===== src/rtl/airhockey_pkg.sv =====
// airhockey_pkg: shared types and constants for the air-hockey scoreboard.
// Latency: n/a (types, constants and elaboration-time helpers only).
// Backpressure: n/a.
package airhockey_pkg;

    // Match sequencer states.
    typedef enum logic [1:0] {
        ST_IDLE = 2'd0,
        ST_PLAY = 2'd1,
        ST_HOLD = 2'd2,
        ST_OVER = 2'd3
    } match_state_e;

    // Encoding of the winner output.
    localparam logic [1:0] WINNER_NONE = 2'b00;
    localparam logic [1:0] WINNER_P1   = 2'b01;
    localparam logic [1:0] WINNER_P2   = 2'b10;

    // BCD digits: ones run 0..9, tens only reach 7 because a match ends at 79 or below.
    typedef logic [3:0] bcd_ones_t;
    typedef logic [2:0] bcd_tens_t;

    // Split a binary constant (0..79) into BCD digits at elaboration time.
    function automatic bcd_ones_t bcd_ones_of(input int unsigned v);
        return bcd_ones_t'(v % 10);
    endfunction

    function automatic bcd_tens_t bcd_tens_of(input int unsigned v);
        return bcd_tens_t'(v / 10);
    endfunction

endpackage


===== src/rtl/bcd_score_counter.sv =====
// bcd_score_counter: one player's two-digit BCD score with clear, increment and win detect.
// Latency: clear/increment visible on the digit outputs 1 cycle later; win flag is combinational.
// Backpressure: none; inc is applied in the cycle it is high.
//
// Ports:
//   clk, rst_n      clock, async active-low reset
//   clr             synchronous clear to 00 (wins over inc)
//   inc             add one to the score
//   ones, tens      registered BCD digits
//   inc_hits_win    the score after one increment equals WIN_SCORE
module bcd_score_counter
    import airhockey_pkg::*;
#(
    parameter int unsigned WIN_SCORE = 7
) (
    input  logic       clk,
    input  logic       rst_n,
    input  logic       clr,
    input  logic       inc,
    output logic [3:0] ones,
    output logic [2:0] tens,
    output logic       inc_hits_win
);

    localparam bcd_ones_t WIN_ONES = bcd_ones_of(WIN_SCORE);
    localparam bcd_tens_t WIN_TENS = bcd_tens_of(WIN_SCORE);

    bcd_ones_t ones_q, ones_d, ones_inc;
    bcd_tens_t tens_q, tens_d, tens_inc;

    // Value the score would take after one increment.
    always_comb begin
        ones_inc = ones_q + 4'd1;
        tens_inc = tens_q;
        if (ones_q == 4'd9) begin
            ones_inc = 4'd0;
            tens_inc = tens_q + 3'd1;
        end
    end

    // The FSM needs to know before the edge whether this goal ends the match,
    // so the comparison is made on the incremented value, not the stored one.
    assign inc_hits_win = (ones_inc == WIN_ONES) && (tens_inc == WIN_TENS);

    always_comb begin
        ones_d = ones_q;
        tens_d = tens_q;
        if (clr) begin
            ones_d = '0;
            tens_d = '0;
        end else if (inc) begin
            ones_d = ones_inc;
            tens_d = tens_inc;
        end
    end

    always_ff @(posedge clk or negedge rst_n) begin
        if (!rst_n) begin
            ones_q <= '0;
            tens_q <= '0;
        end else begin
            ones_q <= ones_d;
            tens_q <= tens_d;
        end
    end

    assign ones = ones_q;
    assign tens = tens_q;

endmodule


===== src/rtl/score_controller.sv =====
// score_controller: air-hockey match sequencer -- BCD scores, match FSM, display refresh and winner blink.
// Latency: goal/start pulse to registered score/status outputs is 1 cycle.
// Backpressure: none; goal and start pulses are consumed or ignored in the cycle they arrive.
//
// Ports:
//   clk, rst_n                  clock, async active-low reset
//   start                       begin/restart a match (any state)
//   p1_goal, p2_goal            one-cycle goal pulses
//   p1_ones/p1_tens/p2_*        BCD score digits
//   refresh_tick                one-cycle display scan enable every REFRESH_DIV clocks
//   puck_release                one-cycle pulse on every entry into PLAY
//   game_over, winner           match result (winner: 00 none, 01 P1, 10 P2)
//   blank_p1, blank_p2          blank that player's digits
// Optional build macro SCORE_BLINK_EN: blink the winner's digits in OVER every
// BLINK_DIV refresh ticks; without it the blank outputs are tied low.
module score_controller
    import airhockey_pkg::*;
#(
    parameter int unsigned WIN_SCORE        = 7,
    parameter int unsigned REFRESH_DIV      = 100000,
    parameter int unsigned GOAL_HOLD_CYCLES = 50000000,
    parameter int unsigned BLINK_DIV        = 250
) (
    input  logic       clk,
    input  logic       rst_n,
    input  logic       start,
    input  logic       p1_goal,
    input  logic       p2_goal,
    output logic [3:0] p1_ones,
    output logic [2:0] p1_tens,
    output logic [3:0] p2_ones,
    output logic [2:0] p2_tens,
    output logic       refresh_tick,
    output logic       puck_release,
    output logic       game_over,
    output logic [1:0] winner,
    output logic       blank_p1,
    output logic       blank_p2
);

    localparam int unsigned HOLD_W = $clog2(GOAL_HOLD_CYCLES + 1);
    localparam int unsigned REF_W  = $clog2(REFRESH_DIV + 1);

    localparam logic [HOLD_W-1:0] HOLD_LOAD = HOLD_W'(GOAL_HOLD_CYCLES - 1);
    localparam logic [REF_W-1:0]  REF_LAST  = REF_W'(REFRESH_DIV - 1);

    // ------------------------------------------------------------------
    // Per-player score counters
    // ------------------------------------------------------------------
    logic score_clr;
    logic p1_inc, p2_inc;
    logic p1_hits_win, p2_hits_win;

    bcd_score_counter #(.WIN_SCORE(WIN_SCORE)) u_p1_score (
        .clk          (clk),
        .rst_n        (rst_n),
        .clr          (score_clr),
        .inc          (p1_inc),
        .ones         (p1_ones),
        .tens         (p1_tens),
        .inc_hits_win (p1_hits_win)
    );

    bcd_score_counter #(.WIN_SCORE(WIN_SCORE)) u_p2_score (
        .clk          (clk),
        .rst_n        (rst_n),
        .clr          (score_clr),
        .inc          (p2_inc),
        .ones         (p2_ones),
        .tens         (p2_tens),
        .inc_hits_win (p2_hits_win)
    );

    // ------------------------------------------------------------------
    // Match FSM
    // ------------------------------------------------------------------
    match_state_e      state_q, state_d;
    logic [HOLD_W-1:0] hold_q, hold_d;
    logic              release_q, release_d;
    logic              game_over_q, game_over_d;
    logic [1:0]        winner_q, winner_d;

    always_comb begin
        state_d   = state_q;
        hold_d    = hold_q;
        release_d = 1'b0;
        winner_d  = winner_q;
        score_clr = 1'b0;
        p1_inc    = 1'b0;
        p2_inc    = 1'b0;

        if (start) begin
            // Restart from any state; outranks a goal in the same cycle.
            state_d   = ST_PLAY;
            hold_d    = '0;
            release_d = 1'b1;
            winner_d  = WINNER_NONE;
            score_clr = 1'b1;
        end else begin
            unique case (state_q)
                ST_IDLE: ;
                ST_PLAY: begin
                    // Simultaneous goals cancel out: nobody scores, play continues.
                    if (p1_goal ^ p2_goal) begin
                        p1_inc = p1_goal;
                        p2_inc = p2_goal;
                        if ((p1_goal && p1_hits_win) || (p2_goal && p2_hits_win)) begin
                            state_d  = ST_OVER;
                            winner_d = p1_goal ? WINNER_P1 : WINNER_P2;
                        end else begin
                            // Loaded with N-1 and left at 0 gives exactly N cycles in HOLD.
                            state_d = ST_HOLD;
                            hold_d  = HOLD_LOAD;
                        end
                    end
                end
                ST_HOLD: begin
                    if (hold_q == '0) begin
                        state_d   = ST_PLAY;
                        release_d = 1'b1;
                    end else begin
                        hold_d = hold_q - HOLD_W'(1);
                    end
                end
                ST_OVER: ;
                default: state_d = ST_IDLE;
            endcase
        end

        game_over_d = (state_d == ST_OVER);
    end

    always_ff @(posedge clk or negedge rst_n) begin
        if (!rst_n) begin
            state_q     <= ST_IDLE;
            hold_q      <= '0;
            release_q   <= 1'b0;
            game_over_q <= 1'b0;
            winner_q    <= WINNER_NONE;
        end else begin
            state_q     <= state_d;
            hold_q      <= hold_d;
            release_q   <= release_d;
            game_over_q <= game_over_d;
            winner_q    <= winner_d;
        end
    end

    assign puck_release = release_q;
    assign game_over    = game_over_q;
    assign winner       = winner_q;

    // ------------------------------------------------------------------
    // Display refresh divider (free-running, independent of match state)
    // ------------------------------------------------------------------
    logic [REF_W-1:0] ref_cnt_q, ref_cnt_d;
    logic             ref_tick_q, ref_tick_d;

    always_comb begin
        ref_tick_d = (ref_cnt_q == REF_LAST);
        ref_cnt_d  = ref_tick_d ? '0 : ref_cnt_q + REF_W'(1);
    end

    always_ff @(posedge clk or negedge rst_n) begin
        if (!rst_n) begin
            ref_cnt_q  <= '0;
            ref_tick_q <= 1'b0;
        end else begin
            ref_cnt_q  <= ref_cnt_d;
            ref_tick_q <= ref_tick_d;
        end
    end

    assign refresh_tick = ref_tick_q;

    // ------------------------------------------------------------------
    // Winner blink
    // ------------------------------------------------------------------
`ifdef SCORE_BLINK_EN
    localparam int unsigned BLINK_W = $clog2(BLINK_DIV + 1);
    localparam logic [BLINK_W-1:0] BLINK_LAST = BLINK_W'(BLINK_DIV - 1);

    logic [BLINK_W-1:0] blink_cnt_q, blink_cnt_d;
    logic               blink_ph_q, blink_ph_d;

    // Held cleared outside OVER so every win starts with the digits visible.
    always_comb begin
        blink_cnt_d = blink_cnt_q;
        blink_ph_d  = blink_ph_q;
        if (state_q != ST_OVER) begin
            blink_cnt_d = '0;
            blink_ph_d  = 1'b0;
        end else if (ref_tick_q) begin
            if (blink_cnt_q == BLINK_LAST) begin
                blink_cnt_d = '0;
                blink_ph_d  = ~blink_ph_q;
            end else begin
                blink_cnt_d = blink_cnt_q + BLINK_W'(1);
            end
        end
    end

    always_ff @(posedge clk or negedge rst_n) begin
        if (!rst_n) begin
            blink_cnt_q <= '0;
            blink_ph_q  <= 1'b0;
        end else begin
            blink_cnt_q <= blink_cnt_d;
            blink_ph_q  <= blink_ph_d;
        end
    end

    assign blank_p1 = game_over_q && (winner_q == WINNER_P1) && blink_ph_q;
    assign blank_p2 = game_over_q && (winner_q == WINNER_P2) && blink_ph_q;
`else
    // Keeps the blink divider parameter referenced in builds without blinking.
    logic blink_div_unused;
    assign blink_div_unused = (BLINK_DIV != 0);

    assign blank_p1 = 1'b0;
    assign blank_p2 = 1'b0;
`endif

endmodule


===== config.mk =====
export PLATFORM = sky130hd
export DESIGN_NAME = score_controller
export DESIGN_NICKNAME = d
export VERILOG_FILES = /design/src/rtl/airhockey_pkg.sv /design/src/rtl/bcd_score_counter.sv /design/src/rtl/score_controller.sv
export SDC_FILE = /design/constraint.sdc
export NUM_CORES = 1
export LEC_CHECK = 0
export BUFFER_PORTS_ARGS = -buffer_cell sky130_fd_sc_hd__buf_2
export CORE_UTILIZATION = 54
export CTS_CLUSTER_DIAMETER = 60
export DETAILED_ROUTE_END_ITERATION = 16
export HOLD_SLACK_MARGIN = 0.02
export PLACE_DENSITY = 0.75
export SYNTH_ARGS = -nofsm -noshare
export SYNTH_HDL_FRONTEND = slang
export SYNTH_SLANG_ARGS = --single-unit
export TNS_END_PERCENT = 10

===== constraint.sdc =====
create_clock -name clk -period 2.7 [get_ports clk]
set_input_delay 0.405 -clock clk [delete_from_list [all_inputs] [get_ports clk]]
set_output_delay 0.405 -clock clk [all_outputs]
set_load 0.005 [all_outputs]

# After elaboration in Yosys (flattened, before gate mapping)
# Index checks and enable logic that the tools add are counted.
# W data, S select, Z words.
[word_totals] romBits=0 memories=0 latch_bits=0 out_inout_bits=21 ram_bits=0 register_bits=64 word_cells=83 input_bits=5
[op_classes] n_mux=38 add_sub_neg=6 n_lt_le_gt_ge=0 reduce_logical=16 bitwise=1 n_eq_ne=11 div_mod_pow=0 n_mul=0 shifts=0
[ops] op="$mux W26" count=4
[ops] op="$pmux W26 S2" count=1
[ops] op="$logic_not A26 Y1" count=1
[ops] op="$sub A26 B1 Y26 const B" count=1
[ops] op="$mux W4" count=6
[ops] op="$mux W3" count=6
[ops] op="$add A17 B1 Y17 const B" count=1
[ops] op="$eq A17 B17 Y1 const B" count=1
[ops] op="$mux W17" count=1
[ops] op="$mux W2" count=8
[ops] op="$mux W1" count=11
[ops] op="$reduce_bool A2 Y1" count=5
[ops] op="$ne A3 B3 Y1 const B" count=3
[ops] op="$add A4 B1 Y4 const B" count=2
[ops] op="$eq A4 B3 Y1 const B" count=2
[ops] op="$eq A4 B4 Y1 const B" count=2
[ops] op="$add A3 B1 Y3 const B" count=2
[ops] op="$logic_not A3 Y1" count=2
[ops] op="$eq A2 B2 Y1 const B" count=2
[ops] op="$logic_and A1 B1 Y1" count=4
[ops] op="$pmux W2 S2" count=1
[ops] op="$reduce_and A4 Y1" count=1
[ops] op="$reduce_and A3 Y1" count=1
[ops] op="$reduce_bool A3 Y1" count=1
[ops] op="other kinds (3)" count=3

# Logic depth before layout (Yosys ltp)
# Gate-level depths: netlist (run 1).
[logic_depth] depth_word=11 ltp_mapped=9 ltp_nobuf=8

# Hierarchy
# A second synthesis (run 1) with hierarchy kept.
[unflattened] hier_cells=380 hier_area_um2=3552.2
[by_module_without_submodules] module="score_controller" seq_area_each_um2=1251.2 n_inst=1 area_per_inst_um2=2786.4 cells_per_inst=302
[by_module_without_submodules] module="bcd_score_counter" seq_area_each_um2=175.2 n_inst=2 area_per_inst_um2=382.9 cells_per_inst=39

# Worst setup path after synthesis (run 1)
# No wires, ideal clock.
[synth_path] path_type="reg-to-reg" startpoint="reg hold_q[10]" endpoint="reg hold_q[19]" stages_incl_launch_ff=7 synth_period_minus_slack_ps=2537 t_arrival_ps=2438 required_time_ps=2601 path_slack_ps=163 setup_time_ps=99 path_cell_list="dfrtp_1 > or4_1 > or4_4 > or4_4 > o31ai_2 > a21oi_1 > a311oi_1"
[synth_via] elab_chain_len=4 word_cells_on_any_way=7 cone_classes="add/sub (1); eq/ne (1); mux (3); reduce/logical (2)"
[synth_lines] item="from (decl)" line_no="score_controller.sv:78" text="logic [HOLD_W-1:0] hold_q, hold_d;"
[synth_lines] item="from (signal assigned)" line_no="score_controller.sv:142" text="hold_q <= hold_d;"
[synth_lines] item="$sub A26 B1 Y26" line_no="score_controller.sv:122" text="hold_d = hold_q - HOLD_W'(1);"
[synth_lines] item="$mux W26" line_no="score_controller.sv:118" text="if (hold_q == '0) begin"
[synth_lines] item="$pmux W26 S2" line_no="score_controller.sv:100" text="unique case (state_q)"
[synth_lines] item="$mux W26" line_no="score_controller.sv:92" text="if (start) begin"
# Several ways; a longest one is shown, not always the timed one. The select of a mux whose other input is x is not followed.
# A chain may end at the register's enable or synchronous reset.

# Final worst setup path (run 1)
[layout_path] startpoint="reg hold_q[6]" endpoint="reg hold_q[18]"
# The elaborated chain is that of the path after synthesis.

==> summary.md, run 1 <==
| Metric | Value |
|---|---|
| Clock power frac | `0.268` |
| Met1 usage in global routing | `0.342` |
| Met2 track demand over resource | `0.378` |
| Latest clock arrival within the worst-skew pair | `0.35 ns` |
| Final instance area | `4190 um2` |
| Count of unique library cells instantiated by Yosys | `55` |
| Proportion of total power due to net switching | `0.377` |
| Power per cell area | `813 nW/um2` |
| Routed WL per cell | `15.7 um` |
| Unrepaired setup endpoints after global routing | `yes` |
| Diode insertion count for antenna repair | `0` |
| Starting density of the core | `0.561` |
| Number of vias after detailed routing | `3115` |
| Final setup viols | `0` |
| Layout cell share with drive strength beyond 1 | `0.195` |
| Number of max-capacitance violations reported | `0` |
| Skew final | `0.00622 ns` |
| Flop pwr share | `0.374` |
| Final worst setup slack | `0.0490 ns` |
| Flop and latch count out of synthesis | `64` |
| Reported leakage power | `1.85 nW` |
| Peak-usage layer in the global routing report | `met2` |
| Via-to-Cell Ratio | `6.07` |
| Hold/Removal Path Class | `in -> async` |
| First-pass iteration count of the detailed router | `6` |
| Number of antenna violations at the first check in global routing | `0` |
| Drt total wl | `8030 um` |
| Data required, critical path | `2.95 ns` |
| Net count reported at finish | `445` |
| Number of max-slew violations in the final report | `0` |
| Count of buffers inserted at the top-level ports | `23` |
| Data arrival time of the worst path | `2.90 ns` |
| Synthesis warning total | `0` |
| Stage delay of the slowest cell on the critical path | `0.63 ns` |
| Fin Hold WS | `0.0614 ns` |
| Status | `finished clean` |
| Proportion of synthesized chip area in sequential cells | `0.447` |
| Clk root buf | `sky130_fd_sc_hd__clkbuf_8` |
| DR DRC count | `0` |
| Top cell type's share of synthesized area | `0.447` |
| Half-perimeter wire length after placement | `5610 um` |
| Placement-stage cell area | `3950 um2` |
| Width of the die | `83.4 um` |
| Overall Global Routing Usage | `0.248` |
| Library cell appearing most often on the critical path | `sky130_fd_sc_hd__or4_1` |
| Synthesized cell area | `3580 um2` |
| Largest fanout of any net on the critical path | `4` |
| Final cycle utilization of the critical path | `0.982` |
| Kind of critical path | `reg -> reg` |
| Routability Congestion | `0.830` |
| Number of enable-type register cells in the synthesized netlist | `0` |
| Clock-pin slew on the worst setup and hold paths | `0.07 ns` |
| Met3 Use GR | `0.0586` |
| Die Y-Extent | `83.4 um` |
| Number of global-route vias before repair | `2956` |
| CTS sink cnt | `64` |
| Net switching component of the power | `0.00129 W` |
| CP Capture Type | `flip-flop` |
| Placeable core area | `6390 um2` |
| Top-level I/O count | `26` |
| Area occupied by multi-input gates | `1890 um2` |
| Worst slew slack as a fraction of its limit | `0.556` |
| Pint | `0.00212 W` |
| H-Tree Depth | `3` |
| Crit-path cells | `or4_1 > nand2b_1 > or4_1 > nor4_2 > nor2_1 > a311oi_1` |
| Worst reg2reg path depth | `6` |
| Synth area leader | `sky130_fd_sc_hd__dfrtp_1` |
| Number of inserted filler cells in the final layout | `515` |
| Critical-path top delay cell | `sky130_fd_sc_hd__or4_1` |
| Hold buffers post-CTS | `0` |
| Number of instances in the synthesized netlist | `385` |
| Post-synth top flop | `sky130_fd_sc_hd__dfrtp_1` |
| Global-route wire length before repair | `13800 um` |
| Critical path depth | `6` |
| Remaining antenna violation count after routing | `0` |
| Peak supply drop | `0.000495 V` |
| TritonCTS clock tree | `done` |
| Kind of launch point of the worst setup path | `flip-flop` |
| Peak clock frequency supported by timing | `377 MHz` |
| Die Outline Area | `6960 um2` |
| Post-synth ARST share | `1.00` |
| Total clock buffers created by CTS | `9` |
| WP buf/inv | `0` |
| Hold violation count in the final report | `0` |
| Fraction of power consumed by combinational cells | `0.358` |
| Worst slack after detailed placement | `0.0587 ns` |
| Largest net degree at the start of global routing | `42` |
| Cell type group with the largest total delay on the critical path | `simple AND/OR/NAND/NOR gates` |
| Register area | `1600 um2` |
| Min Tclk post-route | `2.65 ns` |
| Starting DRC count in detailed routing | `234` |
| Actual transition at the worst max-transition pin | `0.665 ns` |
| Number of placement rows | `29` |
| Gr ovfl total | `0` |
| P&R area growth vs syn | `17.1%` |
| Max clock buf depth | `2` |
| Synth top area cells | `sky130_fd_sc_hd__dfrtp_1 (45%), sky130_fd_sc_hd__nor2_1 (4.9%), sky130_fd_sc_hd__a21oi_1 (3.8%)` |
| Post-synthesis area per instance | `9.30 um2` |
-- flip-flops by register name, indices dropped and copies added, names as in the netlist --
name             cells
u_p1_score.tens      3
u_p2_score.tens      3
u_p2_score.ones      4
winner               2
refresh_tick         1
ref_cnt_q           17
u_p1_score.ones      4
game_over            1
puck_release         1
hold_q              26
state_q              2
-- cells in the mapped netlist, drive strengths merged (2+ instances only) --
cell type and count:
inv 10, xnor2 7, nand2b 7, nor4 15, clkbuf 13, nor2 47, or3 5, and3 5
o21ai 16, a311oi 14, ha 9, nand4 6, xor2 15, nand3 14, nand4b 2, dfrtp 64
o31ai 7, or4 9, nor3 10, or2 4, nor2b 3, a21oi 27, o311ai 2, buf 4
nor3b 5, nand2 32, o41ai 2, nor4bb 4, mux2i 7
-- per-layer routing --
layer / wire (um) / vias to the layer above
li1: - / 1511
met1: 3850 / 1488
met2: 3660 / 102
met3: 381 / 14
met4: 141 / 0
met5: 0 / -
-- repair_timing --
action                                  in CTS  in global routing
gates resized for setup                      0                  6
buffers inserted                             0                  0
endpoints found under the setup margin       0                 22
-- cells in the final DEF (no fill, tap or decap), types with 4 or more instances in the layout --
cell type / instances
sky130_fd_sc_hd__or2_2: 4
sky130_fd_sc_hd__nor3_1: 9
sky130_fd_sc_hd__mux2i_1: 7
sky130_fd_sc_hd__buf_4: 26
sky130_fd_sc_hd__nand2_1: 32
sky130_fd_sc_hd__nor3b_1: 5
sky130_fd_sc_hd__ha_1: 9
sky130_fd_sc_hd__a311oi_1: 14
sky130_fd_sc_hd__nor4_1: 12
sky130_fd_sc_hd__nor4bb_1: 4
sky130_fd_sc_hd__nor2_1: 46
sky130_fd_sc_hd__xor2_1: 15
sky130_fd_sc_hd__o21ai_0: 15
sky130_fd_sc_hd__buf_2: 23
sky130_fd_sc_hd__a21oi_1: 27
sky130_fd_sc_hd__or3_1: 5
sky130_fd_sc_hd__xnor2_1: 7
sky130_fd_sc_hd__nand3_1: 14
sky130_fd_sc_hd__and3_1: 5
sky130_fd_sc_hd__nand2b_1: 7
sky130_fd_sc_hd__dfrtp_1: 63
sky130_fd_sc_hd__clkbuf_8: 9
sky130_fd_sc_hd__nand4_1: 6
sky130_fd_sc_hd__o31ai_1: 6
sky130_fd_sc_hd__inv_1: 10
sky130_fd_sc_hd__or4_1: 7
-- power groups by stage --
stage          logic [W]  clock network [W]  registers [W]
2_1_floorplan   0.000821                  0        0.00125
3_3_place_gp     0.00116                  0        0.00127
3_5_place_dp     0.00118                  0        0.00128
4_1_cts          0.00119           0.000926        0.00127
5_1_grt          0.00138           0.000971        0.00130
6_report         0.00122           0.000914        0.00128
-- cells by family (layout without fill, tap and decap cells) --
kind of cell | after synthesis | after routing | share of synthesized area
mux | 8 | 8 | 0.0227
compound gates | 80 | 80 | 0.154
fa+ha+maj | 9 | 9 | 0.0314
flops | 64 | 64 | 0.447
buf+inv | 28 | 78 | 0.0321
other cells | 1 | 2 | 0.00105
simple gates | 173 | 173 | 0.257
xor+xnor | 22 | 22 | 0.0538
-- path summary, 6_finish.rpt --
check	start	slack, ns	end
min	rst_n	0.06	hold_q[13]$_DFFE_PN0P_
min in group clk	p1_goal	0.36	winner[0]$_DFFE_PN0P_
max reg2reg	hold_q[6]$_DFFE_PN0P_	0.05	hold_q[18]$_DFFE_PN0P_
max	hold_q[6]$_DFFE_PN0P_	0.05	hold_q[18]$_DFFE_PN0P_
min reg2reg	ref_cnt_q[11]$_DFF_PN0_	0.50	ref_cnt_q[11]$_DFF_PN0_
max in group asynchronous	rst_n	2.03	u_p1_score.tens[0]$_DFFE_PN0P_
-- area by class of cell --
cell class,count,share of cell area
multi-input cells,294,0.451
repair buffers,51,0.0814
inverters,11,0.00984
well taps,77,0.0230
clock buffers,9,0.0295
clock inverters,7,0.0230
flip-flops and latches,64,0.382
-- stage by stage --
stage | power [W] | utilization | cells | setup TNS [ns]
final | 0.00341 | 0.657 | 513 | 0
after global routing | 0.00365 | 0.657 | 513 | -0.315
after CTS | 0.00338 | 0.652 | 513 | 0
after detailed placement | 0.00247 | 0.618 | 497 | 0
after global placement | 0.00243 | 0.618 | 497 | 0
after floorplan | 0.00208 | - | 386 | 0
No activity file was read; power rests on OpenSTA's default activity.
==> run 2, diff against run 1 <==
- CORE_UTILIZATION: 54 -> 30
- PLACE_DENSITY: 0.75 -> unset
- SLEW_MARGIN: unset -> 20
- SYNTH_HIERARCHICAL: unset -> 1
==> run 2 against run 1 <==
  * Clock skew up 0.00059 ns
  * Via count down 3.0%
  * Sequential cell count did not move
  * Total power shrank 3.0%
  * Cell count rose by 9.7%
  * Critical path depth shrank 1
  * Register-to-register slack improved by 0.13 ns
  * Sequential share of layout area up 0.096 points
  * Non-clock buffer count decreased by 9
  * Global-route usage decreased by 10 points
  * Critical path type unchanged
==> summary.md, run 2 <==
| Metric | Value |
|---|---|
| Count of unique library cells instantiated by Yosys | `54 (-1.8%)` |
| Stage delay of the slowest cell on the critical path | `0.74 ns (+0.11 ns)` |
| Overall Global Routing Usage | `0.143 (-0.104)` |
| Number of inserted filler cells in the final layout | `1139 (+120%)` |
| Top-level I/O count | `26 (unchanged)` |
| Number of instances in the synthesized netlist | `380 (-1.3%)` |
| Global-route wire length before repair | `14200 um (+2.3%)` |
| CP Capture Type | `flip-flop` |
| Final cycle utilization of the critical path | `0.932 (-0.0497)` |
| Synth area leader | `sky130_fd_sc_hd__dfrtp_1` |
| Synthesized cell area | `3550 um2 (-0.84%)` |
| Kind of critical path | `reg -> reg` |
| Number of max-slew violations in the final report | `0 (unchanged)` |
| Remaining antenna violation count after routing | `0 (unchanged)` |
| Crit-path cells | `or3_1 > or4_4 > o41ai_4 > a21oi_1 > o32ai_1` |
| Cell type group with the largest total delay on the critical path | `compound AO/OA/AOI/OAI gates` |
| Synth top area cells | `sky130_fd_sc_hd__dfrtp_1 (45%), sky130_fd_sc_hd__nor2_1 (3.9%), sky130_fd_sc_hd__a21oi_1 (3.8%)` |
| Width of the die | `111 um (+33%)` |
| Net switching component of the power | `0.00121 W (-5.8%)` |
| Clk root buf | `sky130_fd_sc_hd__clkbuf_16` |
| Number of antenna violations at the first check in global routing | `0 (unchanged)` |
| Largest reg by FF count | `hold_q` |
| Setup total negative slack | `0 ns (unchanged)` |
| Worst slew slack as a fraction of its limit | `0.525 (-0.0307)` |
| Fraction of power consumed by combinational cells | `0.315 (-0.043)` |
| Register area | `1600 um2 (about the same)` |
| DR DRC count | `0 (unchanged)` |
| Reported leakage power | `1.81 nW (-2.0%)` |
| Data arrival time of the worst path | `2.76 ns (-0.14 ns)` |
| Number of vias after detailed routing | `3020 (-3.0%)` |
| H-Tree Depth | `3 (unchanged)` |
| Largest registers | `hold_q x26, ref_cnt_q x17` |
| Post-synth ARST share | `1.00 (unchanged)` |
| Commonest non-fill, non-tap cell in the layout | `sky130_fd_sc_hd__dfrtp_1` |
| Power per cell area | `792 nW/um2 (-2.6%)` |
| Proportion of total power due to net switching | `0.366 (-0.0108)` |
| First-pass iteration count of the detailed router | `6 (unchanged)` |
| P&R area growth vs syn | `17.7%` |
| Peak clock frequency supported by timing | `397 MHz (+5.3%)` |
| Actual transition at the worst max-transition pin | `0.710 ns (+0.0444 ns)` |
| Hold/Removal Path Class | `in -> async` |
| Top cell type's share of synthesized area | `0.451 (+0.00378)` |
| Data required, critical path | `2.94 ns (about the same)` |
| Max clock buf depth | `2 (unchanged)` |
| Clock power frac | `0.318 (+0.050)` |
| Synthesis warning total | `6 (+6)` |
| Half-perimeter wire length after placement | `5550 um (-1.1%)` |
| Largest fanout of any net on the critical path | `10 (+6)` |
| Layout cell share with drive strength beyond 1 | `0.174 (-0.0211)` |
| Count of buffers inserted at the top-level ports | `23 (unchanged)` |
| Routed WL per cell | `14.6 um (-6.7%)` |
| CTS sink cnt | `64 (unchanged)` |
| TritonCTS clock tree | `done` |
| WP buf/inv | `0 (unchanged)` |
| Number of enable-type register cells in the synthesized netlist | `0 (unchanged)` |
| Number of placement rows | `39 (+34%)` |
| Proportion of synthesized chip area in sequential cells | `0.451 (+0.00378)` |
| Most common cell in the netlist | `sky130_fd_sc_hd__dfrtp_1` |
| Via-to-Cell Ratio | `5.36 (-12%)` |
| Critical-path top delay cell | `sky130_fd_sc_hd__o41ai_4` |
| Worst slack after detailed placement | `0.185 ns (+0.126 ns)` |
| Latest clock arrival within the worst-skew pair | `0.34 ns (about the same)` |
| Final setup viols | `0 (unchanged)` |
| Clock-pin slew on the worst setup and hold paths | `0.06 ns (about the same)` |
| Starting DRC count in detailed routing | `235 (+0.43%)` |
| Flop pwr share | `0.367 (-0.007)` |
| Flip-flop count of the largest register after layout | `26 (unchanged)` |
| Post-synth top flop | `sky130_fd_sc_hd__dfrtp_1` |
| Die Outline Area | `12300 um2 (+76%)` |
| Hold violation count in the final report | `0 (unchanged)` |
| Kind of launch point of the worst setup path | `flip-flop` |
| Routability Congestion | `0.818 (-1.5%)` |
| Peak supply drop | `0.000371 V (-25%)` |
| Post-synthesis area per instance | `9.35 um2 (+0.47%)` |
| Min Tclk post-route | `2.52 ns (-0.134 ns)` |
| Total clock buffers created by CTS | `9 (unchanged)` |
| Flop and latch count out of synthesis | `64 (unchanged)` |
| Net count reported at finish | `428 (-3.8%)` |
| Placeable core area | `11500 um2 (+80%)` |
| Skew final | `0.00681 ns (+0.000589 ns)` |
| Pint | `0.00210 W (-1.3%)` |
| Status | `finished clean` |
| Hold buffers post-CTS | `0 (unchanged)` |
| Final worst setup slack | `0.183 ns (+0.134 ns)` |
| Drt total wl | `8230 um (+2.4%)` |
| Starting density of the core | `0.310 (-0.251)` |
| Number of max-capacitance violations reported | `0 (unchanged)` |
| Diode insertion count for antenna repair | `0 (unchanged)` |
| Area occupied by multi-input gates | `1780 um2 (-6.0%)` |
| Die Y-Extent | `111 um (+33%)` |
| Largest net degree at the start of global routing | `40 (-4.8%)` |
| Number of global-route vias before repair | `2786 (-5.8%)` |
| Gr ovfl total | `0 (unchanged)` |
| Unrepaired setup endpoints after global routing | `no` |
| Most frequent cells in the layout | `sky130_fd_sc_hd__dfrtp_1 (64), sky130_fd_sc_hd__nor2_1 (37), sky130_fd_sc_hd__a21oi_1 (27), sky130_fd_sc_hd__buf_2 (23)` |
| Top post-synthesis cells by count | `sky130_fd_sc_hd__dfrtp_1 (64), sky130_fd_sc_hd__nor2_1 (37), sky130_fd_sc_hd__a21oi_1 (27), sky130_fd_sc_hd__inv_1 (22), sky130_fd_sc_hd__nand2_1 (22)` |
==> run 2: repair_timing <==
| item | in CTS | in global routing |
|---|---|---|
| gates resized for setup | 0 | 2 |
| buffers inserted | 0 | 0 |
| setup endpoints to repair | 0 | 6 |
==> run 2: metrics by stage <==
step	std cells	hold WS [ns]	instance area (um2)	total power, W	util
after floorplan	381	0.109	3560	0.00195	-
after global placement	547	0.469	3910	0.00224	0.341
after detailed placement	547	0.472	3910	0.00224	0.341
after CTS	563	0.125	4170	0.00331	0.364
after global routing	563	0.139	4180	0.00351	0.365
final	563	0.0991	4180	0.00331	0.365
==> run 2: path summary, 6_finish.rpt <==
check / from / end / slack (ns) / cells after the start
worst max-delay path: hold_q[17]$_DFFE_PN0P_ / hold_q[10]$_DFFE_PN0P_ / 0.18 / 5
worst min-delay path: rst_n / hold_q[15]$_DFFE_PN0P_ / 0.1 / 1
worst max register to register: hold_q[17]$_DFFE_PN0P_ / hold_q[10]$_DFFE_PN0P_ / 0.18 / 5
worst min register to register: ref_cnt_q[0]$_DFF_PN0_ / ref_cnt_q[0]$_DFF_PN0_ / 0.48 / 1
max in group asynchronous: rst_n / ref_cnt_q[3]$_DFF_PN0_ / 1.95 / 2
min in group clk: start / winner[1]$_DFFE_PN0P_ / 0.46 / 2
==> run 2: layer usage <==
| layer | vias up | GRT usage | routed length, um |
|---|---|---|---|
| li1 | 1463 | - | - |
| met1 | 1453 | 0.205 | 3990 |
| met2 | 89 | 0.202 | 3600 |
| met3 | 15 | 0.0273 | 425 |
| met4 | 0 | 0.0800 | 211 |
| met5 | - | 0 | 0 |
==> run 2: kinds of logic (layout without fill, tap and decap cells) <==
logic type	after synthesis	in the layout	share of synthesized area
and+or+nand+nor	146	146	0.210
AOI/OAI and AO/OA	94	94	0.193
DFF	64	64	0.451
other	1	2	0.00106
xor gates and xnor gates	19	19	0.0468
adders and majority gates	8	8	0.0282
buffers and inverters	42	81	0.0525
muxes	6	6	0.0180
==> run 2: power by group through the flow <==
stage                     Sequential [W]  Combinational, W  Clock [W]
after detailed placement         0.00122           0.00102          0
after global placement           0.00122           0.00102          0
after CTS                        0.00121           0.00103    0.00107
final                            0.00121           0.00104    0.00105
after floorplan                  0.00119          0.000764          0
after global routing             0.00123           0.00116    0.00112
==> run 2: cell type report <==
type / count / area share
multi-input combinational: 275 / 0.425
sequential: 64 / 0.383
timing repair buffer: 42 / 0.0647
clock buffer: 10 / 0.0548
tap: 143 / 0.0428
inverter: 23 / 0.0207
clock inverter: 6 / 0.00868
